### src/rtl/mips_fetch_stage.sv
// Instruction-fetch stage: owns the PC, issues one imem request at a time,
// feeds IF/ID with a stall handshake and squashes wrong-path words on redirect.
module mips_fetch_stage #(
    parameter logic [31:0] RESET_PC   = 32'h0,
    parameter logic [5:0]  HLT_OPCODE = 6'h3F,
    parameter logic [31:0] NOP_WORD   = 32'h0
) (
    input  logic        clk1,
    input  logic        rst_n,
    output logic        imem_req,
    output logic [31:0] imem_addr,
    input  logic        imem_valid,
    input  logic [31:0] imem_rdata,
    input  logic        id_stall,
    input  logic        br_taken,
    input  logic [31:0] br_target,
    input  logic        halted_in,
    output logic        if_id_valid,
    output logic [31:0] if_id_ir,
    output logic [31:0] if_id_npc,
    output logic [31:0] pc_out,
    output logic        fetch_halted
);

    localparam int unsigned XLEN = 32;
    localparam int unsigned OPW  = 6;

    typedef enum logic [2:0] {
        S_FETCH,
        S_WAIT,
        S_HOLD,
        S_HLT_WAIT,
        S_STOPPED
    } state_e;

    state_e            state_q, state_d;
    logic [XLEN-1:0]   pc_q, pc_d;
    logic [XLEN-1:0]   req_npc_q, req_npc_d;
    logic              imem_req_q, imem_req_d;
    logic [XLEN-1:0]   imem_addr_q, imem_addr_d;
    logic              if_id_valid_q, if_id_valid_d;
    logic [XLEN-1:0]   if_id_ir_q, if_id_ir_d;
    logic [XLEN-1:0]   if_id_npc_q, if_id_npc_d;
    logic              fetch_halted_q, fetch_halted_d;
    logic              hold_valid_q, hold_valid_d;
    logic [XLEN-1:0]   hold_ir_q, hold_ir_d;
    logic [XLEN-1:0]   hold_npc_q, hold_npc_d;
    logic              kill_q, kill_d;

    logic              free_c;
    logic              outstanding_c;
    logic              rdata_hlt_c;
    logic              hold_hlt_c;

    // IF/ID can take a word when empty or being consumed this cycle
    always_comb begin
        free_c        = !if_id_valid_q || !id_stall;
        // A request issued in FETCH is sampled by memory at this edge, so it counts as in flight
        outstanding_c = (state_q == S_WAIT) || ((state_q == S_FETCH) && imem_req_q);
        rdata_hlt_c   = (imem_rdata[XLEN-1 -: OPW] == HLT_OPCODE);
        hold_hlt_c    = (hold_ir_q[XLEN-1 -: OPW] == HLT_OPCODE);
    end

    // Next-state and next-output computation
    always_comb begin
        state_d        = state_q;
        pc_d           = pc_q;
        req_npc_d      = req_npc_q;
        if_id_valid_d  = if_id_valid_q;
        if_id_ir_d     = if_id_ir_q;
        if_id_npc_d    = if_id_npc_q;
        hold_valid_d   = hold_valid_q;
        hold_ir_d      = hold_ir_q;
        hold_npc_d     = hold_npc_q;
        kill_d         = kill_q;
        imem_req_d     = 1'b0;
        imem_addr_d    = imem_addr_q;
        fetch_halted_d = fetch_halted_q;

        if (if_id_valid_q && !id_stall) begin
            if_id_valid_d = 1'b0;
        end

        unique case (state_q)
            S_FETCH: begin
                // Out of reset the first request has not been driven yet; stay until it has
                if (imem_req_q) begin
                    req_npc_d = pc_q + XLEN'(1);
                    pc_d      = pc_q + XLEN'(1);
                    state_d   = S_WAIT;
                end
            end
            S_WAIT: begin
                if (imem_valid) begin
                    if (kill_q) begin
                        kill_d  = 1'b0;
                        state_d = S_FETCH;
                    end else if (free_c) begin
                        if_id_valid_d = 1'b1;
                        if_id_ir_d    = imem_rdata;
                        if_id_npc_d   = req_npc_q;
                        state_d       = rdata_hlt_c ? S_HLT_WAIT : S_FETCH;
                    end else begin
                        hold_valid_d = 1'b1;
                        hold_ir_d    = imem_rdata;
                        hold_npc_d   = req_npc_q;
                        state_d      = S_HOLD;
                    end
                end
            end
            S_HOLD: begin
                if (free_c && hold_valid_q) begin
                    if_id_valid_d = 1'b1;
                    if_id_ir_d    = hold_ir_q;
                    if_id_npc_d   = hold_npc_q;
                    hold_valid_d  = 1'b0;
                    state_d       = hold_hlt_c ? S_HLT_WAIT : S_FETCH;
                end
            end
            S_HLT_WAIT: begin
                state_d = S_HLT_WAIT;
            end
            S_STOPPED: begin
                state_d = S_STOPPED;
            end
            default: begin
                state_d = S_FETCH;
            end
        endcase

        // Retired HLT wins over everything; a redirect squashes all wrong-path state
        if (halted_in) begin
            state_d       = S_STOPPED;
            if_id_valid_d = 1'b0;
        end else if (br_taken && (state_q != S_STOPPED)) begin
            pc_d          = br_target;
            if_id_valid_d = 1'b0;
            if_id_ir_d    = NOP_WORD;
            hold_valid_d  = 1'b0;
            if (outstanding_c && !((state_q == S_WAIT) && imem_valid)) begin
                kill_d  = 1'b1;
                state_d = S_WAIT;
            end else begin
                kill_d  = 1'b0;
                state_d = S_FETCH;
            end
        end

        // Request is registered so it is visible for exactly the FETCH cycle
        if (state_d == S_FETCH) begin
            imem_req_d  = 1'b1;
            imem_addr_d = pc_d;
        end

        fetch_halted_d = (state_d == S_HLT_WAIT) || (state_d == S_STOPPED);
    end

    // State and output registers
    always_ff @(posedge clk1 or negedge rst_n) begin
        if (!rst_n) begin
            state_q        <= S_FETCH;
            pc_q           <= RESET_PC;
            req_npc_q      <= '0;
            imem_req_q     <= 1'b0;
            imem_addr_q    <= RESET_PC;
            if_id_valid_q  <= 1'b0;
            if_id_ir_q     <= NOP_WORD;
            if_id_npc_q    <= '0;
            fetch_halted_q <= 1'b0;
            hold_valid_q   <= 1'b0;
            hold_ir_q      <= '0;
            hold_npc_q     <= '0;
            kill_q         <= 1'b0;
        end else begin
            state_q        <= state_d;
            pc_q           <= pc_d;
            req_npc_q      <= req_npc_d;
            imem_req_q     <= imem_req_d;
            imem_addr_q    <= imem_addr_d;
            if_id_valid_q  <= if_id_valid_d;
            if_id_ir_q     <= if_id_ir_d;
            if_id_npc_q    <= if_id_npc_d;
            fetch_halted_q <= fetch_halted_d;
            hold_valid_q   <= hold_valid_d;
            hold_ir_q      <= hold_ir_d;
            hold_npc_q     <= hold_npc_d;
            kill_q         <= kill_d;
        end
    end

    assign imem_req     = imem_req_q;
    assign imem_addr    = imem_addr_q;
    assign if_id_valid  = if_id_valid_q;
    assign if_id_ir     = if_id_ir_q;
    assign if_id_npc    = if_id_npc_q;
    assign pc_out       = pc_q;
    assign fetch_halted = fetch_halted_q;

endmodule

### config.mk
export PLATFORM = sky130hd
export DESIGN_NAME = mips_fetch_stage
export DESIGN_NICKNAME = d
export VERILOG_FILES = /design/src/rtl/mips_fetch_stage.sv
export SDC_FILE = /design/constraint.sdc
export NUM_CORES = 1
export LEC_CHECK = 0
export ABC_AREA = 1
export CAP_MARGIN = 10
export CELL_PAD_IN_SITES_DETAIL_PLACEMENT = 0
export CELL_PAD_IN_SITES_GLOBAL_PLACEMENT = 1
export CORE_MARGIN = 2
export CORE_UTILIZATION = 42
export DETAILED_ROUTE_END_ITERATION = 8
export DONT_BUFFER_PORTS = 1
export HOLD_SLACK_MARGIN = 0.02
export PLACE_DENSITY = 0.78
export SLEW_MARGIN = 20
export SYNTH_ARGS = -nofsm -noshare
export SYNTH_HDL_FRONTEND = slang
export SYNTH_SLANG_ARGS = --single-unit
export TNS_END_PERCENT = 5
### constraint.sdc
create_clock -name clk1 -period 1.75 [get_ports clk1]
set_input_delay 0.35 -clock clk1 [delete_from_list [all_inputs] [get_ports clk1]]
set_output_delay 0.35 -clock clk1 [all_outputs]
set_load 0.1 [all_outputs]
==> flow_summary_export.csv, run 1 <==
group,metric,value,unit
die,fp.coreArea,0.0244,mm2
drt,dr.first_iter.drc_count,857,
global_route,first_global_vias,9251,
placed_design,portBuffers,0,
power,peakVddDrop,1250,uV
worst_setup_path,cp-start-kind,"flip-flop",
die,num_rows,57,
clock_network,clk_latency,530,ps
worst_setup_path,slowest_stage,"dfrtp_1",
yosys,ys_types,29,
clock_network,cts_max_level,1,
sta,final.period_utilization,1.10,
sta,timing.slew.headroom,0.661,
status,violations,"negative hold slack, negative setup slack",
worst_setup_path,crit_fanout,20,
worst_setup_path,cp-end-kind,"flip-flop",
sta,finalHoldViolations,232,
worst_setup_path,critPathMaxStageDelay,400,ps
sta,tns,-9280,ps
clock_network,clockRootBuffer,"clkbuf_16",
sta,setup_viol,104,
yosys,synth_seq_cells,232,
yosys,synth-seq-area-share,0.556,
die,io_pins,201,
clock_network,cts.path.max_buffers,3,
placed_design,dpl_cell_area,0.0124,mm2
global_route,grt_pass1_wl,49400,um
worst_setup_path,cp.arrival,2380,ps
yosys,synth_area,0.0104,mm2
power,p_leak,7.36,nW
sta,worst_slack,-177,ps
drt,drc,0,
drt,dr.pass1.iters,5,
yosys,synth_top_cell_by_area,"dfrtp_1",
yosys,synthTopCellsByArea,"dfrtp_1, nand2_1, nor2_1",
die,die_h,162,um
placed_design,place_congestion,0.890,
global_route,grt-ovfl-total,0,
yosys,synth_edf_count,0,
drt,via_count,9489,
yosys,synth_area_per_cell,8.05,um2
finish,area_growth,39.1,%
global_route,antenna_found_initial,0,
clock_network,cts_num_sinks,232,
yosys,synth_top_area_share,0.556,
finish,layout.nets,1611,
placed_design,place_worst_setup_slack,-453,ps
worst_setup_path,critical_path_class,"flip-flop to flip-flop",
worst_setup_path,cp_data_required_time,2210,ps
finish,fin_area,0.0145,mm2
die,die_w,162,um
yosys,ys_warn_count,0,
sta,post-route-min-period,1930,ps
global_route,gr-usage-all-layers,0.237,
clock_network,cts.clk_slew.worst_paths,60,ps
placed_design,dp_hpwl,20100,um
drt,totalWireLength,31900,um
sta,worst_slew_pin_slew,508,ps
hold_path,hp-class,"input port to asynchronous set/reset pin",
sta,fin_worst_skew,17.9,ps
drt,drtAntennaViolNets,0,
status,outcome,"finished with violations",
finish,diodes,0,
sta,slew_violations,0,
die,dieArea,0.0261,mm2
clock_network,cts_buffers,26,
drt,drt-vias-per-instance,5.04,
power,totalPowerFinal,15.3,mW
sta,hold_slack,-483,ps
sta,rsz0062_at_grt,"true",
run,max-cap-violations,0,
sta,clock.fmax,519,MHz
finish,mostFrequentLayoutCell,"nand2_1",
yosys,synth_ff_type,"dfrtp_1",
worst_setup_path,path_cells,"buf_6, nor2_4, nand3_4, buf_12, inv_4, buf_12, buf_12, nand4_1, nand3_2, nand2_1, inv_1, nand2_1, nand2_1",
power,power_density,1050,mW/mm2
die,start_util,0.428,
finish,drive_gt1_frac,0.262,
finish,layout_common_cells,"nand2_1, buf_4, dfrtp_1",
drt,wl_per_cell,16.9,um
finish,postLayoutCoreUtil,0.595,
clock_network,cts_tree,"yes",
yosys,syn-num-nets,1367,
yosys,synth_cells,1296,
global_route,grt_max_degree,233,
yosys,async_flop_share,1.00,
## where the power goes
group	internal (mW)	switching, mW	total [mW]
sequential	5.71	0.220	5.93
clock	3.62	2.15	5.77
combinational	0.819	2.78	3.60
total	10.1	5.15	15.3
## cell usage after synthesis (all sizes together) (5+ instances only)
cell type	count
nand2	396
dfrtp	232
nor2	196
inv	134
o21ai	125
clkbuf	41
a31oi	40
nand3	33
a221oi	32
a21oi	25
buf	21
xor2	6
nand4	5
## final timing paths
kind / slack [ps] / startpoint / cells after the start / endpoint
max: -180 / state_q[0] / 13 / imem_addr[14]
min: -480 / rst_n / 0 / if_id_ir[25]
max reg2reg: -180 / state_q[0] / 13 / imem_addr[14]
min reg2reg: 480 / hold_npc_q[31] / 2 / hold_npc_q[31]
max in group asynchronous: 1850 / rst_n / 0 / pc_out[25]
min in group clk1: 30 / br_target[21] / 2 / pc_out[21]
## critical path, delay by kind of cell (launching register included)
family | cells | cell delay, ps
buffers and inverters | 6 | 750
flip-flops | 1 | 400
AND/OR/NAND/NOR | 7 | 680
## cell families after synthesis
group	after synthesis	synth area share
simple gates	633	0.236
mux	2	0.00204
xor+xnor	6	0.00504
flops	232	0.556
compound gates	226	0.126
fa+ha+maj	1	0.00120
buf+inv	196	0.0736
## final cells by class
cell class,count,area (um2)
fill,2218,9880
tap,324,405
sequential,232,5890
timing repair buffer,277,2500
inverter,134,513
clock inverter,7,138
clock buffer,40,774
multi-input combinational,869,4300
## flip-flops by register name, indices dropped and copies added (netlist names), 3 cells and up
signal / cells
req_npc_q: 32
if_id_ir: 32
state_q: 3
pc_out: 32
if_id_npc: 32
hold_ir_q: 32
imem_addr: 32
hold_npc_q: 32
## layer usage
layer	global-route usage	vias up	part of all wire
met3	0.0480	59	0.065
li1	-	4640	-
met1	0.324	4513	0.44
met2	0.379	277	0.46
met5	0	-	0
met4	0.0853	0	0.032
## metrics by stage
step	hold WS, ps	std cells
floorplan	54.4	1296
global placement	63.1	1763
detailed placement	62.2	1763
CTS	-503	1875
global route	-501	1883
finish	-483	1883
## repair_timing
| action | 4_1_cts | 5_1_grt |
|---|---|---|
| setup buffers | 10 | 5 |
| hold buffers | 51 | 1 |
| gates resized for setup | 36 | 83 |
| cloned | 4 | 2 |
| endpoints found under the setup margin | 111 | 142 |
| pin swaps | 4 | 45 |
| endpoints found under the hold margin | 283 | 233 |
Power figures use the tool's default switching activity.
==> run 2: changes to the inputs <==
Settings changed: CTS_CLUSTER_DIAMETER set to 80, SLEW_MARGIN 20 to not set.
==> results of run 2 <==
Final layout, timing and power as in run 1 (identical DEF).
==> run 3: changes to the inputs <==
Settings changed: CORE_UTILIZATION 42 to 50, PLACE_DENSITY 0.78 to 0.87.
Clock period 1.75 ns to 2.4 ns, I/O delays scaled along.
==> flow_summary_export.csv, run 3 (synthesis results as in run 1) <==
group,metric,value,unit
worst_setup_path,r2r_start,"state_q[1]",
sta,final.period_utilization,0.898,
finish,layout.nets,1452,
global_route,grt_pass1_wl,45100,um
placed_design,place_congestion,0.898,
die,die_w,148,um
placed_design,portBuffers,0,
hold_path,hp-class,"input port to asynchronous set/reset pin",
drt,highest_layer,"met4",
sta,rsz0062_at_grt,"false",
worst_setup_path,setup.worst_path.start,"state_q[1]",
clock_network,cts_max_level,1,
die,num_rows,52,
worst_setup_path,cp-start-kind,"flip-flop",
die,fp.coreArea,0.0204,mm2
finish,diodes,0,
worst_setup_path,crit_fanout,22,
global_route,gr-usage-all-layers,0.257,
global_route,grt-ovfl-total,0,
worst_setup_path,cp-end-kind,"flip-flop",
drt,wl_met2,12900,um
finish,postLayoutCoreUtil,0.605,
worst_setup_path,crit_path_end,"imem_addr[13]",
die,die_h,148,um
sta,hold_slack,-350,ps
clock_network,clockRootBuffer,"clkbuf_16",
global_route,grt_max_degree,233,
clock_network,cts_buffers,25,
sta,fin_worst_skew,21.0,ps
drt,drtAntennaViolNets,0,
sta,post-route-min-period,2160,ps
run,max-cap-violations,0,
drt,dr.first_iter.drc_count,502,
drt,dr.pass1.iters,5,
worst_setup_path,reg2reg_to,"imem_addr[13]",
worst_setup_path,critical_path_class,"flip-flop to flip-flop",
clock_network,cts.clk_slew.worst_paths,60,ps
sta,clock.fmax,464,MHz
sta,slew_violations,0,
power,peakVddDrop,702,uV
drt,wl_met3,2070,um
drt,wl_met1,12700,um
finish,drive_gt1_frac,0.127,
status,outcome,"finished with violations",
clock_network,cts_num_sinks,232,
global_route,first_global_vias,8610,
sta,worst_slew_pin_slew,933,ps
sta,setup_viol,0,
finish,area_growth,18.0,%
worst_setup_path,cp_data_required_time,2870,ps
drt,drc,0,
finish,mostFrequentLayoutCell,"nand2_1",
finish,layout_common_cells,"nand2_1, dfrtp_1, nor2_1",
clock_network,cts.path.max_buffers,3,
drt,via_count,8792,
clock_network,clk_latency,530,ps
worst_setup_path,cp.arrival,2620,ps
worst_setup_path,regToRegSetupSlack,240,ps
power,p_leak,6.39,nW
status,violations,"negative hold slack",
global_route,antenna_found_initial,0,
worst_setup_path,worst-r2r-cell-count,10,
die,io_pins,201,
placed_design,dp_hpwl,19500,um
drt,drt-vias-per-instance,5.27,
sta,timing.slew.headroom,0.378,
die,start_util,0.512,
sta,finalHoldViolations,232,
die,dieArea,0.0220,mm2
drt,totalWireLength,28300,um
power,power_density,862,mW/mm2
clock_network,cts_repair_resize_count,0,
drt,wl_per_cell,17.0,um
sta,tns,0,ps
clock_network,cts_tree,"yes",
==> run 3: changes by cell type in the layout (fill, tap and decap cells not counted), moves of 9 or more <==
cell           delta
buf_4            -83
dlygate4sd3_1    -52
nand2_1          +37
dfrtp_1          +35
nand2_2          -34
dfrtp_2          -20
a221oi_1         +17
a221oi_2         -17
dfrtp_4          -15
a21oi_1          +13
a21oi_2          -13
nor2_1           +11
buf_6             -9
==> run 3: worst min path at each step <==
stage                from            end  cells past startpoint
floorplan           rst_n   fetch_halted                      0
global placement    rst_n   if_id_ir[25]                      0
detailed placement  rst_n  hold_ir_q[25]                      0
CTS                 rst_n   if_id_ir[26]                      0
global route        rst_n   if_id_ir[25]                      0
finish              rst_n   if_id_ir[24]                      0
==> run 3: worst max-delay path, stage by stage (launching register included) <==
cell	delay (ps)
dfrtp_1	420
inv_2	110
nand3_1	140
nand2_1	160
nor2_4	60
inv_2	320
buf_4	250
nand2_1	60
o21ai_0	360
nand2_1	120
nand2_1	70
==> run 3: where the power goes <==
group	internal (mW)	switching (mW)
sequential	4.14	0.174
clock	2.39	1.53
combinational	0.458	1.93
total	6.98	3.63
==> run 3: layout make-up <==
| class | count | area (um2) |
|---|---|---|
| multi-input cells | 868 | 3880 |
| well taps | 270 | 338 |
| clock inverters | 8 | 125 |
| flip-flops and latches | 232 | 5810 |
| fillers | 1842 | 8050 |
| clock buffers | 35 | 713 |
| repair buffers | 120 | 951 |
| inverters | 134 | 503 |
==> run 3: per-layer routing <==
metal	vias up	GRT usage
li1	4308	-
met2	277	0.413
met5	-	0
met4	0	0.0781
met3	43	0.0561
met1	4164	0.354
==> run 3: timing repair <==
| action | 4_1_cts | 5_1_grt |
|---|---|---|
| setup buffers | 0 | 0 |
| hold endpoints to repair | 232 | 232 |
| endpoints found under the setup margin | 0 | 0 |
==> run 3: through the flow <==
stage                     total power [mW]  hold WS, ps  setup WS, ps  instances  instance area [um2]
after floorplan                       6.23          184           167       1296                10400
after global placement                6.74          191           392       1624                11500
after detailed placement              6.75          189           350       1624                11500
after CTS                             10.7         -369           316       1667                12300
after global routing                  11.0         -368          47.5       1667                12300
final                                 10.6         -350           244       1667                12300
